$ cat src/rtl/barrel_derotator_aligner.sv
// barrel_derotator_aligner
// Finds a rotated sync word in an incoming word stream, confirms frame
// alignment over several frames, then de-rotates payload words back to
// their original bit order. Reports lock status and the rotation amount.
module barrel_derotator_aligner #(
  parameter int                 WIDTH      = 8,
  parameter int                 AMT_W      = $clog2(WIDTH),
  parameter logic [WIDTH-1:0]   SYNC_WORD  = 8'hB4,
  parameter int                 FRAME_LEN  = 4,
  parameter int                 LOCK_COUNT = 3,
  parameter int                 LOSS_COUNT = 2
) (
  input  logic             clk,
  input  logic             rst_n,
  input  logic             in_valid,
  input  logic [WIDTH-1:0] data_in,
  input  logic             dir,
  output logic             out_valid,
  output logic [WIDTH-1:0] data_out,
  output logic             sync_hit,
  output logic             locked,
  output logic [AMT_W-1:0] rot_amt
);

  localparam int POS_W  = $clog2(FRAME_LEN);
  localparam int GOOD_W = $clog2(LOCK_COUNT + 1);
  localparam int BAD_W  = $clog2(LOSS_COUNT + 1);

  typedef enum logic [1:0] {
    ST_HUNT,
    ST_VERIFY,
    ST_LOCKED
  } state_t;

  state_t             r_state;
  logic [POS_W-1:0]   r_pos;
  logic [GOOD_W-1:0]  r_good;
  logic [BAD_W-1:0]   r_bad;
  logic [AMT_W-1:0]   r_rot;
  logic               r_out_valid;
  logic [WIDTH-1:0]   r_data_out;
  logic               r_sync_hit;
  logic               r_locked;

  state_t             w_state_nxt;
  logic [POS_W-1:0]   w_pos_nxt;
  logic [GOOD_W-1:0]  w_good_nxt;
  logic [BAD_W-1:0]   w_bad_nxt;
  logic [AMT_W-1:0]   w_rot_nxt;
  logic               w_out_valid_nxt;
  logic [WIDTH-1:0]   w_data_out_nxt;
  logic               w_sync_hit_nxt;

  logic               w_hunt_hit;
  logic [AMT_W-1:0]   w_hunt_amt;
  logic [WIDTH-1:0]   w_derot;
  logic               w_sync_match;
  logic [POS_W-1:0]   w_pos_inc;
  logic [GOOD_W-1:0]  w_good_inc;
  logic [BAD_W-1:0]   w_bad_inc;

  // Undo the transmitter rotation: right when it rotated left (d=0), left otherwise.
  function automatic logic [WIDTH-1:0] derotate(
    input logic [WIDTH-1:0] w,
    input logic [AMT_W-1:0] r,
    input logic             d
  );
    logic [2*WIDTH-1:0] dbl;
    dbl = {w, w};
    if (!d) begin
      dbl = dbl >> r;
      return dbl[WIDTH-1:0];
    end else begin
      dbl = dbl << r;
      return dbl[2*WIDTH-1:WIDTH];
    end
  endfunction

  // Parallel sync search over every rotation; descending loop leaves the lowest match.
  always_comb begin
    w_hunt_hit = 1'b0;
    w_hunt_amt = '0;
    for (int unsigned i = WIDTH; i > 0; i--) begin
      if (derotate(data_in, AMT_W'(i - 1), dir) == SYNC_WORD) begin
        w_hunt_hit = 1'b1;
        w_hunt_amt = AMT_W'(i - 1);
      end
    end
  end

  // Datapath at the currently detected rotation and counter increments.
  always_comb begin
    w_derot      = derotate(data_in, r_rot, dir);
    w_sync_match = (w_derot == SYNC_WORD);
    w_pos_inc    = (r_pos == POS_W'(FRAME_LEN - 1)) ? '0 : r_pos + POS_W'(1);
    w_good_inc   = r_good + GOOD_W'(1);
    w_bad_inc    = r_bad + BAD_W'(1);
  end

  // Next-state and registered-output decisions; only valid words are evaluated.
  always_comb begin
    w_state_nxt     = r_state;
    w_pos_nxt       = r_pos;
    w_good_nxt      = r_good;
    w_bad_nxt       = r_bad;
    w_rot_nxt       = r_rot;
    w_out_valid_nxt = 1'b0;
    w_data_out_nxt  = r_data_out;
    w_sync_hit_nxt  = 1'b0;
    if (in_valid) begin
      case (r_state)
        ST_HUNT: begin
          if (w_hunt_hit) begin
            w_rot_nxt   = w_hunt_amt;
            w_pos_nxt   = POS_W'(1);
            w_good_nxt  = GOOD_W'(1);
            w_bad_nxt   = '0;
            w_state_nxt = ST_VERIFY;
          end
        end
        ST_VERIFY: begin
          w_pos_nxt = w_pos_inc;
          if (r_pos == '0) begin
            if (w_sync_match) begin
              w_sync_hit_nxt = 1'b1;
              w_good_nxt     = w_good_inc;
              if (w_good_inc == GOOD_W'(LOCK_COUNT)) begin
                w_state_nxt = ST_LOCKED;
                w_bad_nxt   = '0;
              end
            end else begin
              w_state_nxt = ST_HUNT;
              w_good_nxt  = '0;
            end
          end
        end
        ST_LOCKED: begin
          w_pos_nxt = w_pos_inc;
          if (r_pos == '0) begin
            if (w_sync_match) begin
              w_sync_hit_nxt = 1'b1;
              w_bad_nxt      = '0;
            end else if (w_bad_inc == BAD_W'(LOSS_COUNT)) begin
              w_state_nxt = ST_HUNT;
              w_bad_nxt   = '0;
              w_good_nxt  = '0;
            end else begin
              w_bad_nxt = w_bad_inc;
            end
          end else begin
            w_out_valid_nxt = 1'b1;
            w_data_out_nxt  = w_derot;
          end
        end
        default: w_state_nxt = ST_HUNT;
      endcase
    end
  end

  // State and output registers with synchronous active-low reset.
  always_ff @(posedge clk) begin
    if (!rst_n) begin
      r_state     <= ST_HUNT;
      r_pos       <= '0;
      r_good      <= '0;
      r_bad       <= '0;
      r_rot       <= '0;
      r_out_valid <= 1'b0;
      r_data_out  <= '0;
      r_sync_hit  <= 1'b0;
      r_locked    <= 1'b0;
    end else begin
      r_state     <= w_state_nxt;
      r_pos       <= w_pos_nxt;
      r_good      <= w_good_nxt;
      r_bad       <= w_bad_nxt;
      r_rot       <= w_rot_nxt;
      r_out_valid <= w_out_valid_nxt;
      r_data_out  <= w_data_out_nxt;
      r_sync_hit  <= w_sync_hit_nxt;
      r_locked    <= (w_state_nxt == ST_LOCKED);
    end
  end

  assign out_valid = r_out_valid;
  assign data_out  = r_data_out;
  assign sync_hit  = r_sync_hit;
  assign locked    = r_locked;
  assign rot_amt   = r_rot;

endmodule
$ cat config.mk
export PLATFORM = sky130hd
export DESIGN_NAME = barrel_derotator_aligner
export DESIGN_NICKNAME = d
export VERILOG_FILES = /design/src/rtl/barrel_derotator_aligner.sv
export SDC_FILE = /design/constraint.sdc
export NUM_CORES = 1
export LEC_CHECK = 0
export BUFFER_PORTS_ARGS = -buffer_cell sky130_fd_sc_hd__clkbuf_2
export CAP_MARGIN = 25
export CORE_ASPECT_RATIO = 1.75
export CORE_UTILIZATION = 45
export DETAILED_ROUTE_END_ITERATION = 10
export PLACE_DENSITY = 0.65
export SLEW_MARGIN = 20
export SYNTH_ARGS = -nofsm -noshare
export SYNTH_HDL_FRONTEND = slang
export SYNTH_SLANG_ARGS = --single-unit
$ cat constraint.sdc
create_clock -name clk -period 4 [get_ports clk]
set_clock_uncertainty 0.15 [all_clocks]
set_input_delay 0.2 -clock clk [delete_from_list [all_inputs] [get_ports clk]]
set_output_delay 0.2 -clock clk [all_outputs]
set_load 0.005 [all_outputs]
==> flow_summary.json, run 1 <==
{
  "cp_num_buf_inv": 0,
  "ys.flop_type": "dfxtp_1",
  "synth_edf_count": 0,
  "antenna_found_initial": 0,
  "cts_tree": "yes",
  "drive_gt1_frac": 0.165,
  "dr.pass1.iters": 5,
  "syn_area_um2": 1950,
  "syn_inst": 252,
  "min_from": "rst_n",
  "clk_latency_ns": 0.26,
  "rrSetupSlack_ns": 0.81,
  "area_delta_synth_final_pct": 8.29,
  "path_cells": "mux2_2, a221oi_1, or4_1, a22oi_4, o31ai_1, a21oi_1, and2_1",
  "grt_max_degree": 25,
  "period_minus_slack_ns": 3.19,
  "io_pins": 26,
  "nNetsFinal": 281,
  "cts_max_level": 1,
  "routed_wl_mm": 4.85,
  "track_usage": 0.232,
  "die_w_um": 51.7,
  "worst-r2r-cell-count": 7,
  "drv_slew": 0,
  "num_antenna_cells": 0,
  "via_count": 1935,
  "critPathArrivalTime_ns": 3.21,
  "grt_pass1_vias": 1778,
  "synthTopCellsByCount": "32 x nand2_1, 22 x dfxtp_1, 16 x a21oi_1",
  "clock-root-buffer": "clkbuf_8",
  "yosysSeqAreaShare": 0.226,
  "synthArstFlopShare": 0,
  "tightest_slew_ns": 0.685,
  "slowest_stage": "dfxtp_1",
  "postSynthAreaPerCell_um2": 7.73,
  "synthesis.nets": 271,
  "start_kind": "flip-flop",
  "ir_worst_vdd_uv": 254,
  "core-area_um2": 4150,
  "reg2reg_from": "rot_amt[1]$_SDFFE_PN0P_",
  "grt_pass1_wl_mm": 8.24,
  "cts.sink_count": 22,
  "cts_made_buffers": 3,
  "tns_ns": 0,
  "hold_viol": 0,
  "setup_viol": 0,
  "cts_buffer_depth": 2,
  "wl_per_cell_um": 15.6,
  "holdWs_ns": 0.183,
  "fin_area_um2": 2110,
  "yosysTopAreaCell": "dfxtp_1",
  "synth_top_area_frac": 0.226,
  "crit_cells": 7,
  "regToRegEndpoint": "r_state[0]$_SDFF_PN0_",
  "relSlewSlack": 0.537,
  "start_util": 0.469,
  "synth_cell_types": 60,
  "drcViolationCount": 0,
  "viasPerCell": 6.24,
  "die_h_um": 89.0,
  "port_buffers": 25,
  "place_area_um2": 2040,
  "crit_required_ns": 4.01,
  "maxCapViolations": 0,
  "layout_worst_path_cycle_share": 0.799,
  "path_clk_slew_ns": 0.08,
  "overflow": 0,
  "routabilityCongestion": 0.833,
  "die-area_um2": 4610,
  "drt_iter0_drc": 53,
  "crit_path_end_kind": "flip-flop",
  "yosysWarnings": 0,
  "p_leak_uw": 0.000803,
  "hp-class": "in -> reg",
  "powerDensity_nw_per_um2": 242,
  "whs_endpoint": "r_pos[0]$_SDFFE_PN0P_",
  "path_max_fanout": 19,
  "cp_slowest_stage_delay_ns": 0.70,
  "status": "completed",
  "ys_ff_latch": 22,
  "finalPower_uw": 511,
  "hold_depth": 2,
  "cp_top_family": "compound AO/OA/AOI/OAI gates",
  "dp_hpwl_mm": 3.73,
  "fp-row-count": 31,
  "drtAntennaViolNets": 0,
  "cts_setup_buffers": 0,
  "fmax_ghz": 0.313,
  "synth.most_common_cell": "nand2_1",
  "synth_area_leaders": "dfxtp_1 23%, nand2_1 6.2%, mux2i_1 5.1%",
  "cts_resized": 0,
  "path_class": "reg -> reg",
  "postCtsHoldBufs": 0,
  "rsz0062_at_grt": "false"
}
[layout by cell type, fill, tap and decap left out, types with 2 or more instances in the layout]
cell type	netlist	layout
nand2_1	32	32
clkbuf_2	0	25
dfxtp_1	22	22
a21oi_1	16	16
nor2_1	15	15
nor3_1	11	11
inv_1	10	10
mux2i_1	10	10
nand2b_1	9	9
o21ai_0	8	8
a31oi_1	8	8
ha_1	7	7
a211oi_1	6	6
and2_1	5	5
o211ai_1	5	5
nand4_1	5	5
mux2_2	4	4
nor2b_1	3	3
nand3_1	3	3
a32oi_1	3	3
nor4bb_1	3	3
o31ai_1	3	3
clkbuf_8	0	3
o211a_1	2	2
mux4_2	2	2
and3_1	2	2
nand3b_1	2	2
and4b_1	2	2
or4_1	2	2
nor3b_1	2	2
a31o_2	2	2
[state kept, by name, summed over array words and instances, names as in the netlist]
signal     flops
r_good         2
r_bad          2
sync_hit       1
r_state        2
rot_amt        3
locked         1
r_pos          2
out_valid      1
data_out       8
[per-layer routing]
layer | track usage | wire length [um] | vias to the layer above
met3 | 0.0238 | 175 | 8
met1 | 0.266 | 1980 | 922
li1 | - | - | 956
met5 | 0 | 0 | -
met2 | 0.430 | 2580 | 49
met4 | 0.0885 | 114 | 0
[kinds of logic (layout without fill, tap and decap cells)]
family / count (synthesis) / count (layout) / share of synthesized area
simple gates: 106 / 106 / 0.303
compound gates: 69 / 69 / 0.250
buf+inv: 31 / 40 / 0.0726
flops: 22 / 22 / 0.226
mux: 17 / 17 / 0.103
fa+ha+maj: 7 / 7 / 0.0450
[through the flow]
stage / worst slack, ns / util / std cells
after floorplan: 1.27 / - / 252
final: 0.805 / 0.508 / 310
after detailed placement: 0.882 / 0.491 / 306
after global routing: 0.591 / 0.508 / 310
after CTS: 0.841 / 0.508 / 310
after global placement: 0.909 / 0.491 / 306
[worst max path at each step]
stage,from,end
finish,rot_amt[1]$_SDFFE_PN0P_,r_state[0]$_SDFF_PN0_
global route,rot_amt[1]$_SDFFE_PN0P_,r_state[0]$_SDFF_PN0_
CTS,rot_amt[1]$_SDFFE_PN0P_,r_state[0]$_SDFF_PN0_
detailed placement,rot_amt[1]$_SDFFE_PN0P_,locked$_SDFF_PN0_
global placement,rot_amt[1]$_SDFFE_PN0P_,r_state[0]$_SDFF_PN0_
floorplan,rot_amt[1]$_SDFFE_PN0P_,locked$_SDFF_PN0_
[worst reg2reg max path: stages, from the launching register on]
cell and delay (ns):
dfxtp_1 0.70, mux2_2 0.40, a221oi_1 0.54, or4_1 0.24
a22oi_4 0.10, o31ai_1 0.57, a21oi_1 0.20, and2_1 0.20
[report_power, final]
group	leakage, uW	switching (uW)	internal (uW)	total [uW]
logic	0.000590	52.2	30.3	82.5
clock network	0.0000357	72.8	134	207
registers	0.000177	1.76	220	222
total	0.000803	127	384	511
[cell type report]
type                            instances  area [um2]
Timing Repair Buffer                   26         133
Clock inverter                          1        30.0
Multi-Input combinational cell        199        1370
Inverter                               10        37.5
Fill cell                             438        2040
Clock buffer                            3        41.3
Tap cell                               49        61.3
Sequential cell                        22         440
Power figures use the tool's default switching activity.
==> run 2, diff against run 1 <==
--- a/config.mk
+++ b/config.mk
@@ -10,7 +10,7 @@
 export CORE_ASPECT_RATIO = 1.75
 export CORE_UTILIZATION = 45
 export DETAILED_ROUTE_END_ITERATION = 10
-export PLACE_DENSITY = 0.65
+export PLACE_DENSITY = 0.67
 export SLEW_MARGIN = 20
 export SYNTH_ARGS = -nofsm -noshare
 export SYNTH_HDL_FRONTEND = slang
==> constraint.sdc (replaced) <==
create_clock -name clk -period 2.9 [get_ports clk]
set_clock_uncertainty 0.15 [all_clocks]
set_input_delay 0.145 -clock clk [delete_from_list [all_inputs] [get_ports clk]]
set_output_delay 0.145 -clock clk [all_outputs]
set_load 0.005 [all_outputs]
==> run 2 against run 1 <==
Against the previous run:
- register-to-register slack lost 0.65 ns
- setup slack lost 0.65 ns
- critical path depth grew 1
- clock-buffer cell count is the same
- worst hold slack lost 0.075 ns
- sequential share of layout area shrank 1.6 points
- total power grew 43%
- core utilization grew 4.7 points
- non-clock buffer count grew 23
- wire length grew 10%
- first-iteration DRC count shrank 7.5%
- final area grew 9.2%
- critical path type unchanged
- highest routed layer unchanged
==> flow_summary.json, run 2 (same netlist as run 1, synthesis figures left out) <==
{
  "dp_hpwl_mm": 4.17,
  "drive_gt1_frac": 0.250,
  "reg2reg_from": "rot_amt[0]$_SDFFE_PN0P_",
  "core-area_um2": 4150,
  "grtUsageMet1": 0.280,
  "grt-busiest-layer": "met2",
  "nNetsFinal": 304,
  "use_met3": 0.0238,
  "regToRegEndpoint": "locked$_SDFF_PN0_",
  "viasPerCell": 6.07,
  "port_buffers": 25,
  "start_util": 0.469,
  "drv_slew": 0,
  "area_delta_synth_final_pct": 18.2,
  "hold_depth": 2,
  "clock-root-buffer": "clkbuf_8",
  "routabilityCongestion": 0.917,
  "gr-usage-met2": 0.463,
  "die_h_um": 89.0,
  "final_cell_mix": "32 x nand2_1, 25 x clkbuf_2, 24 x buf_4",
  "clk_latency_ns": 0.27,
  "min_from": "rst_n",
  "path_max_fanout": 6,
  "fp-row-count": 31,
  "cts_setup_buffers": 0,
  "fmax_ghz": 0.364,
  "cts_buffer_depth": 2,
  "wl_per_cell_um": 16.1,
  "grt_pass1_vias": 1819,
  "p_leak_uw": 0.000922,
  "ir_worst_vdd_uv": 325,
  "place_area_um2": 2210,
  "drt_iter0_drc": 49,
  "critPathArrivalTime_ns": 2.77,
  "period_minus_slack_ns": 2.75,
  "status": "completed",
  "cts_made_buffers": 3,
  "hp-class": "in -> reg",
  "cts_resized": 0,
  "drcViolationCount": 0,
  "worst-r2r-cell-count": 8,
  "grt_max_degree": 15,
  "tightest_slew_ns": 0.527,
  "setup_viol": 0,
  "whs_endpoint": "r_pos[0]$_SDFFE_PN0P_",
  "start_kind": "flip-flop",
  "largest_reg_flops": 8,
  "layout_worst_path_cycle_share": 0.947,
  "via_count": 2022,
  "fin_area_um2": 2300,
  "rrSetupSlack_ns": 0.15,
  "hold_viol": 0,
  "io_pins": 26,
  "crit_required_ns": 2.93,
  "drtAntennaViolNets": 0,
  "die-area_um2": 4610,
  "track_usage": 0.246,
  "antenna_found_initial": 0,
  "path_clk_slew_ns": 0.08,
  "path_class": "reg -> reg",
  "relSlewSlack": 0.644,
  "overflow": 0,
  "cts_tree": "yes",
  "tns_ns": 0,
  "postCtsHoldBufs": 0,
  "num_antenna_cells": 0,
  "rsz0062_at_grt": "false",
  "die_w_um": 51.7,
  "routed_wl_mm": 5.35,
  "crit_path_end_kind": "flip-flop",
  "cts_max_level": 1,
  "powerDensity_nw_per_um2": 317,
  "dr.pass1.iters": 5,
  "final_common_cell": "nand2_1",
  "maxCapViolations": 0,
  "grt_pass1_wl_mm": 8.72,
  "cts.sink_count": 22
}
[run 2: cell count changes in the layout (fill, tap and decap cells not counted)]
cell,change
a21oi_1,-1
buf_4,+23
dfxtp_1,-2
a32oi_2,+2
a21oi_2,+1
a32oi_1,-2
dfxtp_2,+2
[run 2: final cells by class]
cell class	count	area, um2
Multi-Input combinational cell	199	1390
Clock inverter	1	30.0
Tap cell	49	61.3
Timing Repair Buffer	49	305
Clock buffer	3	41.3
Inverter	10	37.5
Fill cell	397	1850
Sequential cell	22	443
[run 2: stage by stage]
stage / instances / total power [uW] / worst slack [ns] / util / hold slack (ns)
after CTS: 333 / 736 / 0.0482 / 0.550 / 0.107
final: 333 / 731 / 0.155 / 0.555 / 0.108
after floorplan: 252 / 400 / 0.170 / - / 0.134
after detailed placement: 329 / 444 / 0.0703 / 0.533 / 0.280
after global placement: 329 / 444 / 0.138 / 0.533 / 0.281
after global routing: 333 / 762 / 0.00479 / 0.555 / 0.139
[run 2: critical path, cell delays in order, from the launching register on]
cell and delay (ns):
dfxtp_2 0.40, nor2b_4 0.26, o21ai_0 0.16, o211a_1 0.26, or4_1 0.57, a22oi_4 0.23
nand2_1 0.08, o31a_1 0.31, nor4_2 0.24
[run 2: worst max path at each step]
stage,end,slack [ns],start,cells after the start
after detailed placement,locked$_SDFF_PN0_,0.07,dir,9
after global placement,rot_amt[0]$_SDFFE_PN0P_,0.14,dir,9
after global routing,locked$_SDFF_PN0_,0.005,rot_amt[1]$_SDFFE_PN0P_,9
after floorplan,locked$_SDFF_PN0_,0.17,rot_amt[1]$_SDFFE_PN0P_,8
after CTS,locked$_SDFF_PN0_,0.05,rot_amt[1]$_SDFFE_PN0P_,9
final,locked$_SDFF_PN0_,0.15,rot_amt[0]$_SDFFE_PN0P_,8
[run 2: report_power, final]
group / internal [uW] / leakage (uW) / switching (uW)
Clock: 185 / 0.0000357 / 105
Combinational: 56.6 / 0.000708 / 79.4
Sequential: 303 / 0.000178 / 1.35
[run 2: routing by layer]
metal  wire length [um]  part of all wire
met1               2150              0.40
met2               2890              0.54
met3                164             0.031
met4                154             0.029
met5                  0                 0
